File: src/rtl/keypad_pkg.sv
// Shared types and helpers for the keypad scan encoder and its divider.
// Latency: none (types, constants and a constant function only).
// Backpressure: not applicable.
package keypad_pkg;

    // Key-stability FSM states
    typedef enum logic [1:0] {
        IDLE     = 2'd0,
        PRESS_DB = 2'd1,
        HELD     = 2'd2,
        REL_DB   = 2'd3
    } kp_state_e;

    // Value of the flag bit that sits above the encoded key code when no key is down
    localparam logic KEY_NONE = 1'b1;

    // Bits needed for a counter that runs 0..max_count-1 (at least one bit)
    function automatic int cnt_width(input int max_count);
        return (max_count <= 2) ? 1 : $clog2(max_count);
    endfunction

endpackage

File: src/rtl/tick_divider.sv
// Free-running clock divider: one-cycle tick every DIV_RATIO clk cycles.
// Latency: tick is combinational from the count register (high while count == DIV_RATIO-1).
// Backpressure: none; runs continuously and only stops while clearn is low.
// Ports: clk (rising edge), clearn (async active-low reset), tick (one-cycle pulse).
module tick_divider
    import keypad_pkg::*;
#(
    parameter int DIV_RATIO = 100
) (
    input  logic clk,
    input  logic clearn,
    output logic tick
);

    localparam int CW = cnt_width(DIV_RATIO);

    if (DIV_RATIO < 2) begin : g_bad_div_ratio
        $error("tick_divider: DIV_RATIO must be >= 2");
    end

    logic [CW-1:0] cnt;

    always_ff @(posedge clk or negedge clearn) begin
        if (!clearn) begin
            cnt <= '0;
        end else if (cnt == CW'(DIV_RATIO - 1)) begin
            cnt <= '0;
        end else begin
            cnt <= cnt + CW'(1);
        end
    end

    assign tick = (cnt == CW'(DIV_RATIO - 1));

endmodule

File: src/rtl/keypad_scan_encoder.sv
// Keypad front end: synchronises N key lines, priority-encodes them, debounces
// per code and emits a registered code with a one-cycle active-low load strobe.
// Latency: key stable from sampling edge 0 gives loadn low after edge 2+DEBOUNCE_CYCLES.
// Backpressure: none; enablen high forces IDLE and suppresses strobes.
// Ports: clk, clearn (async active-low), keypad[N_KEYS] raw lines, enablen (active-low
//   entry enable), BCD_OUT last accepted code, loadn strobe, key_held, pgt_1Hz tick.
module keypad_scan_encoder
    import keypad_pkg::*;
#(
    parameter int N_KEYS          = 10,
    parameter int CODE_W          = 4,
    parameter int DEBOUNCE_CYCLES = 100,
    parameter int DIV_RATIO       = 100,
    parameter int REPEAT_EN       = 0,
    parameter int REPEAT_DELAY    = 500,
    parameter int REPEAT_PERIOD   = 200
) (
    input  logic              clk,
    input  logic              clearn,
    input  logic [N_KEYS-1:0] keypad,
    input  logic              enablen,
    output logic [CODE_W-1:0] BCD_OUT,
    output logic              loadn,
    output logic              key_held,
    output logic              pgt_1Hz
);

    localparam int DB_W    = cnt_width(DEBOUNCE_CYCLES);
    localparam int REP_MAX = (REPEAT_DELAY > REPEAT_PERIOD) ? REPEAT_DELAY : REPEAT_PERIOD;
    localparam int REP_W   = cnt_width(REP_MAX);

    if (N_KEYS < 1 || (2 ** CODE_W) < N_KEYS) begin : g_bad_code_w
        $error("keypad_scan_encoder: CODE_W too narrow for N_KEYS");
    end
    if (DEBOUNCE_CYCLES < 1) begin : g_bad_debounce
        $error("keypad_scan_encoder: DEBOUNCE_CYCLES must be >= 1");
    end
    if (REPEAT_EN != 0 && (REPEAT_DELAY < 1 || REPEAT_PERIOD < 1)) begin : g_bad_repeat
        $error("keypad_scan_encoder: repeat delay and period must be >= 1");
    end

    // Highest set line wins; flag bit set means no key is down.
    function automatic logic [CODE_W:0] prio_enc(input logic [N_KEYS-1:0] v);
        logic [CODE_W:0] r;
        r = {KEY_NONE, {CODE_W{1'b0}}};
        for (int i = 0; i < N_KEYS; i++) begin
            if (v[i]) begin
                r = {1'b0, CODE_W'(i)};
            end
        end
        return r;
    endfunction

    logic [N_KEYS-1:0] sync1, sync2;
    logic              code_none;
    logic [CODE_W-1:0] code;

    kp_state_e         state, state_nxt;
    logic [CODE_W-1:0] cand, cand_nxt, bcd_nxt;
    logic [DB_W-1:0]   cnt, cnt_nxt;
    logic [REP_W-1:0]  rep_cnt, rep_cnt_nxt, rep_last;
    logic              rep_first, rep_first_nxt;
    logic              held_nxt;
    logic              strobe;
    logic              div_tick;

    assign {code_none, code} = prio_enc(sync2);

    // First repeat waits REPEAT_DELAY, later ones REPEAT_PERIOD
    assign rep_last = rep_first ? REP_W'(REPEAT_DELAY - 1) : REP_W'(REPEAT_PERIOD - 1);

    tick_divider #(
        .DIV_RATIO(DIV_RATIO)
    ) u_div (
        .clk   (clk),
        .clearn(clearn),
        .tick  (div_tick)
    );

    always_comb begin
        state_nxt     = state;
        cand_nxt      = cand;
        cnt_nxt       = cnt;
        rep_cnt_nxt   = '0;
        rep_first_nxt = rep_first;
        bcd_nxt       = BCD_OUT;
        held_nxt      = key_held;
        strobe        = 1'b0;

        if (enablen) begin
            // Timer running: keypad ignored, last code kept on BCD_OUT
            state_nxt = IDLE;
            cnt_nxt   = '0;
            held_nxt  = 1'b0;
        end else begin
            case (state)
                IDLE: begin
                    held_nxt = 1'b0;
                    if (!code_none) begin
                        cand_nxt  = code;
                        cnt_nxt   = '0;
                        state_nxt = PRESS_DB;
                    end
                end
                PRESS_DB: begin
                    if (code_none) begin
                        cnt_nxt   = '0;
                        held_nxt  = 1'b0;
                        state_nxt = IDLE;
                    end else if (code != cand) begin
                        cand_nxt = code;
                        cnt_nxt  = '0;
                    end else if (cnt == DB_W'(DEBOUNCE_CYCLES - 1)) begin
                        bcd_nxt       = cand;
                        strobe        = 1'b1;
                        held_nxt      = 1'b1;
                        cnt_nxt       = '0;
                        rep_first_nxt = 1'b1;
                        state_nxt     = HELD;
                    end else begin
                        cnt_nxt = cnt + DB_W'(1);
                    end
                end
                HELD: begin
                    if (code_none) begin
                        cnt_nxt   = '0;
                        state_nxt = REL_DB;
                    end else if (code != BCD_OUT) begin
                        // Rollover: key_held stays up while the new key debounces
                        cand_nxt  = code;
                        cnt_nxt   = '0;
                        state_nxt = PRESS_DB;
                    end else if (REPEAT_EN != 0) begin
                        if (rep_cnt == rep_last) begin
                            strobe        = 1'b1;
                            rep_first_nxt = 1'b0;
                        end else begin
                            rep_cnt_nxt = rep_cnt + REP_W'(1);
                        end
                    end
                end
                REL_DB: begin
                    if (code_none) begin
                        if (cnt == DB_W'(DEBOUNCE_CYCLES - 1)) begin
                            cnt_nxt   = '0;
                            held_nxt  = 1'b0;
                            state_nxt = IDLE;
                        end else begin
                            cnt_nxt = cnt + DB_W'(1);
                        end
                    end else if (code == BCD_OUT) begin
                        // Same key bounced back: resume without a new strobe
                        cnt_nxt       = '0;
                        rep_first_nxt = 1'b1;
                        state_nxt     = HELD;
                    end else begin
                        cand_nxt  = code;
                        cnt_nxt   = '0;
                        state_nxt = PRESS_DB;
                    end
                end
                default: begin
                    state_nxt = IDLE;
                    cnt_nxt   = '0;
                end
            endcase
        end
    end

    always_ff @(posedge clk or negedge clearn) begin
        if (!clearn) begin
            sync1     <= '0;
            sync2     <= '0;
            state     <= IDLE;
            cand      <= '0;
            cnt       <= '0;
            rep_cnt   <= '0;
            rep_first <= 1'b1;
            BCD_OUT   <= '0;
            loadn     <= 1'b1;
            key_held  <= 1'b0;
            pgt_1Hz   <= 1'b0;
        end else begin
            sync1     <= keypad;
            sync2     <= sync1;
            state     <= state_nxt;
            cand      <= cand_nxt;
            cnt       <= cnt_nxt;
            rep_cnt   <= rep_cnt_nxt;
            rep_first <= rep_first_nxt;
            BCD_OUT   <= bcd_nxt;
            loadn     <= ~strobe;
            key_held  <= held_nxt;
            // Key strobe while entering digits, divider tick while the timer runs
            pgt_1Hz   <= enablen ? div_tick : ~loadn;
        end
    end

endmodule
File: config.mk
export PLATFORM = sky130hd
export DESIGN_NAME = keypad_scan_encoder
export DESIGN_NICKNAME = d
export VERILOG_FILES = /design/src/rtl/keypad_pkg.sv /design/src/rtl/tick_divider.sv /design/src/rtl/keypad_scan_encoder.sv
export SDC_FILE = /design/constraint.sdc
export NUM_CORES = 1
export LEC_CHECK = 0
export CAP_MARGIN = 20
export CORE_MARGIN = 2
export CORE_UTILIZATION = 61
export DETAILED_ROUTE_END_ITERATION = 10
export PLACE_DENSITY_LB_ADDON = 0.1
export SETUP_SLACK_MARGIN = 0.05
export SYNTH_ARGS = -nofsm -noshare
export SYNTH_HDL_FRONTEND = slang
export SYNTH_SLANG_ARGS = --single-unit
File: constraint.sdc
create_clock -name clk -period 4.5 [get_ports clk]
set_input_delay 0.9 -clock clk [delete_from_list [all_inputs] [get_ports clk]]
set_output_delay 0.9 -clock clk [all_outputs]
set_load 0.02 [all_outputs]
==> results.py <==
metrics = {
    "worst_setup_path": {
        "crit_arrival_ps": 2930,
        "slowest_stage": "o311ai_1",
        "cpPeakStageDelay_ps": 620,
        "crit_required_ps": 4790,
        "r2r_start": "sync2[5]",
        "r2r_slack_ps": 1860,
        "endpoint_kind": "flop",
        "path_cells": "nor4_2, nor4b_1, o311ai_1, o32ai_1, nor2_1, mux2_2",
        "worstSetupPathType": "flop to flop",
        "crit_path_start_kind": "flop",
        "critPathMaxFanout": 7,
        "reg2reg_to": "cnt[0]",
        "r2r_cells": 6,
    },
    "power": {
        "sw_frac_of_total": 0.281,
        "pwr_density_cell_nw_per_um2": 320,
        "p_switching_uw": 222,
        "internal-power_uw": 568,
        "power_frac_seq": 0.588,
        "p_clk_frac": 0.224,
        "p_leak_uw": 0.00107,
        "power.share.combinational": 0.188,
        "irDropWorstVdd_uv": 227,
        "power_uw": 790,
    },
    "final_layout": {
        "seqCellArea_um2": 1180,
        "area_delta_synth_final_pct": 13.4,
        "utilization": 0.729,
        "antenna_cells": 0,
        "num-fill-cells": 235,
        "multi_input_area_um2": 957,
        "drive_gt1_frac": 0.0963,
        "final_net_count": 236,
    },
    "routing": {
        "drcViolationCount": 0,
        "drtAntennaViolNets": 0,
        "num_vias": 1616,
        "initialDrtViolationCount": 127,
        "wl_per_cell_um": 14.5,
        "firstDrtPassIters": 4,
        "routed_wl_um": 3830,
        "vias_per_cell": 6.12,
    },
    "clock_network": {
        "cts_setup_buffers": 0,
        "hold_buffers": 0,
        "cts.htree.levels": 2,
        "cts_resized": 0,
        "clk_pin_slew_ps": 130,
        "cts_tree": "yes",
        "clockBufferDepth": 2,
        "root_buffer": "clkbuf_4",
        "clk_latency_ps": 340,
        "cts-buffers-inserted": 5,
        "cts_sinks": 47,
    },
    "sta": {
        "fin_crit_sh": 0.587,
        "worst_pin_slew_ps": 667,
        "max_freq_mhz": 379,
        "slew_headroom": 0.548,
        "clock_skew_ps": 16.8,
        "rsz0062_at_grt": "no",
        "layout_min_cycle_time_ps": 2640,
        "slew_viol_final": 0,
        "whs_ps": 359,
        "finalSetupViolCount": 0,
        "fin_setup_tns_ps": 0,
        "hold_viol": 0,
    },
    "global_route": {
        "grt_pass1_wl_um": 6660,
        "grt_max_degree": 48,
        "antenna_found_initial": 0,
        "grt_pass1_vias": 1499,
        "grt_util_all_layers": 0.211,
        "grt-ovfl-total": 0,
    },
    "floorplan": {
        "io_pins": 20,
        "rows": 21,
        "start_util": 0.642,
        "die_h_um": 63.7,
        "die-area_um2": 4060,
        "die_w_um": 63.7,
        "coreArea_um2": 3390,
    },
    "outcome": {
        "status": "finished, final reports clean",
    },
    "logic_synthesis": {
        "yosysMostFrequentCell": "dfrtp_1",
        "avgSynthCellArea_um2": 11.3,
        "synth_area_um2": 2180,
        "yosysWarnings": 0,
        "synth.top_cell.area_share": 0.529,
        "ys_seq_area_frac": 0.541,
        "synth_area_leaders": "dfrtp_1 (53%), ha_1 (3.4%), mux2_4 (2.8%)",
        "ys_top_cells_by_count": "dfrtp_1 (46), nor2_1 (16), nand2_1 (14), o21ai_0 (11), nand3_1 (10)",
        "synth_enable_flop_cells": 0,
        "ys_ff_latch": 47,
        "syn_inst": 193,
        "synth_ff_type": "dfrtp_1",
        "synth_cell_types": 50,
        "async_reset_ff_frac": 1.00,
        "synth_top_area_cell": "dfrtp_1",
        "syn-num-nets": 212,
    },
    "worst_hold_path": {
        "hp-class": "input port to asynchronous set/reset pin",
    },
    "place": {
        "io_buffers": 19,
        "dpl.hpwl_um": 2810,
        "gp_congestion": 0.900,
    },
    "run": {
        "maxCapViolations": 0,
    },
}
## logic make-up (layout without fill, tap and decap cells)
group / Yosys count / count (layout) / share of synthesized area
flip-flops: 47 / 47 / 0.541
XOR/XNOR: 4 / 4 / 0.0161
AO/OA/AOI/OAI: 44 / 44 / 0.157
adder cells (fa/ha/maj): 6 / 6 / 0.0345
buffers and inverters: 9 / 34 / 0.0195
multiplexers: 7 / 7 / 0.0425
AND/OR/NAND/NOR: 76 / 76 / 0.190
## layer usage
layer | track usage | up-vias | wire length [um]
met5 | 0 | - | 0
li1 | - | 766 | -
met2 | 0.339 | 53 | 1880
met1 | 0.280 | 789 | 1710
met4 | 0.0788 | 0 | 60
met3 | 0.0493 | 8 | 177
## worst max-delay path by stage
stage	from	end	slack, ps	depth (start not counted)
finish	sync2[5]	cnt[0]	1860	6
global route	sync2[8]	BCD_OUT[3]	1700	6
CTS	sync2[8]	BCD_OUT[3]	1900	6
detailed placement	enablen	state[0]	1730	5
global placement	enablen	state[0]	1760	5
floorplan	sync2[4]	BCD_OUT[0]	2150	7
## power groups by stage
stage | Combinational (uW) | Clock [uW] | Sequential (uW)
after CTS | 146 | 186 | 464
final | 148 | 177 | 464
after global placement | 138 | 0 | 470
after global routing | 165 | 209 | 468
after detailed placement | 144 | 0 | 472
after floorplan | 105 | 0 | 466
## worst max-delay path, delay by kind of cell, from the launching register on
kind             cells  cell delay [ps]
AO/OA/AOI/OAI        2              880
flip-flops           1              440
multiplexers         1              240
AND/OR/NAND/NOR      3             1030
## through the flow
step	cell area (um2)	instances	setup WS, ps
6_report	2470	264	1860
5_1_grt	2470	264	1700
4_1_cts	2450	263	1900
3_5_place_dp	2400	255	1730
3_3_place_gp	2400	255	1760
2_1_floorplan	2180	193	2150
## registers in the layout, indices dropped and copies added (netlist names)
register,flops
sync1,10
sync2,10
cnt,7
u_div.cnt,7
BCD_OUT,4
cand,4
state,2
key_held,1
loadn,1
pgt_1Hz,1
## area by class of cell
cell class / instances / area share
clock buffer: 7 / 0.0182
clock inverter: 1 / 0.00203
timing repair buffer: 20 / 0.0831
tap: 46 / 0.0233
sequential: 47 / 0.477
inverter: 6 / 0.00912
multi-input combinational: 137 / 0.388
## cell usage in the layout (no fill, tap or decap), drive strengths merged, types with 7 or more instances in the layout
| master | count |
|---|---|
| and3 | 7 |
| clkbuf | 7 |
| clkdlybuf4s50 | 18 |
| dfrtp | 46 |
| nand2 | 14 |
| nand3 | 10 |
| nor2 | 16 |
| o21ai | 11 |
No activity file was read; power rests on OpenSTA's default activity.
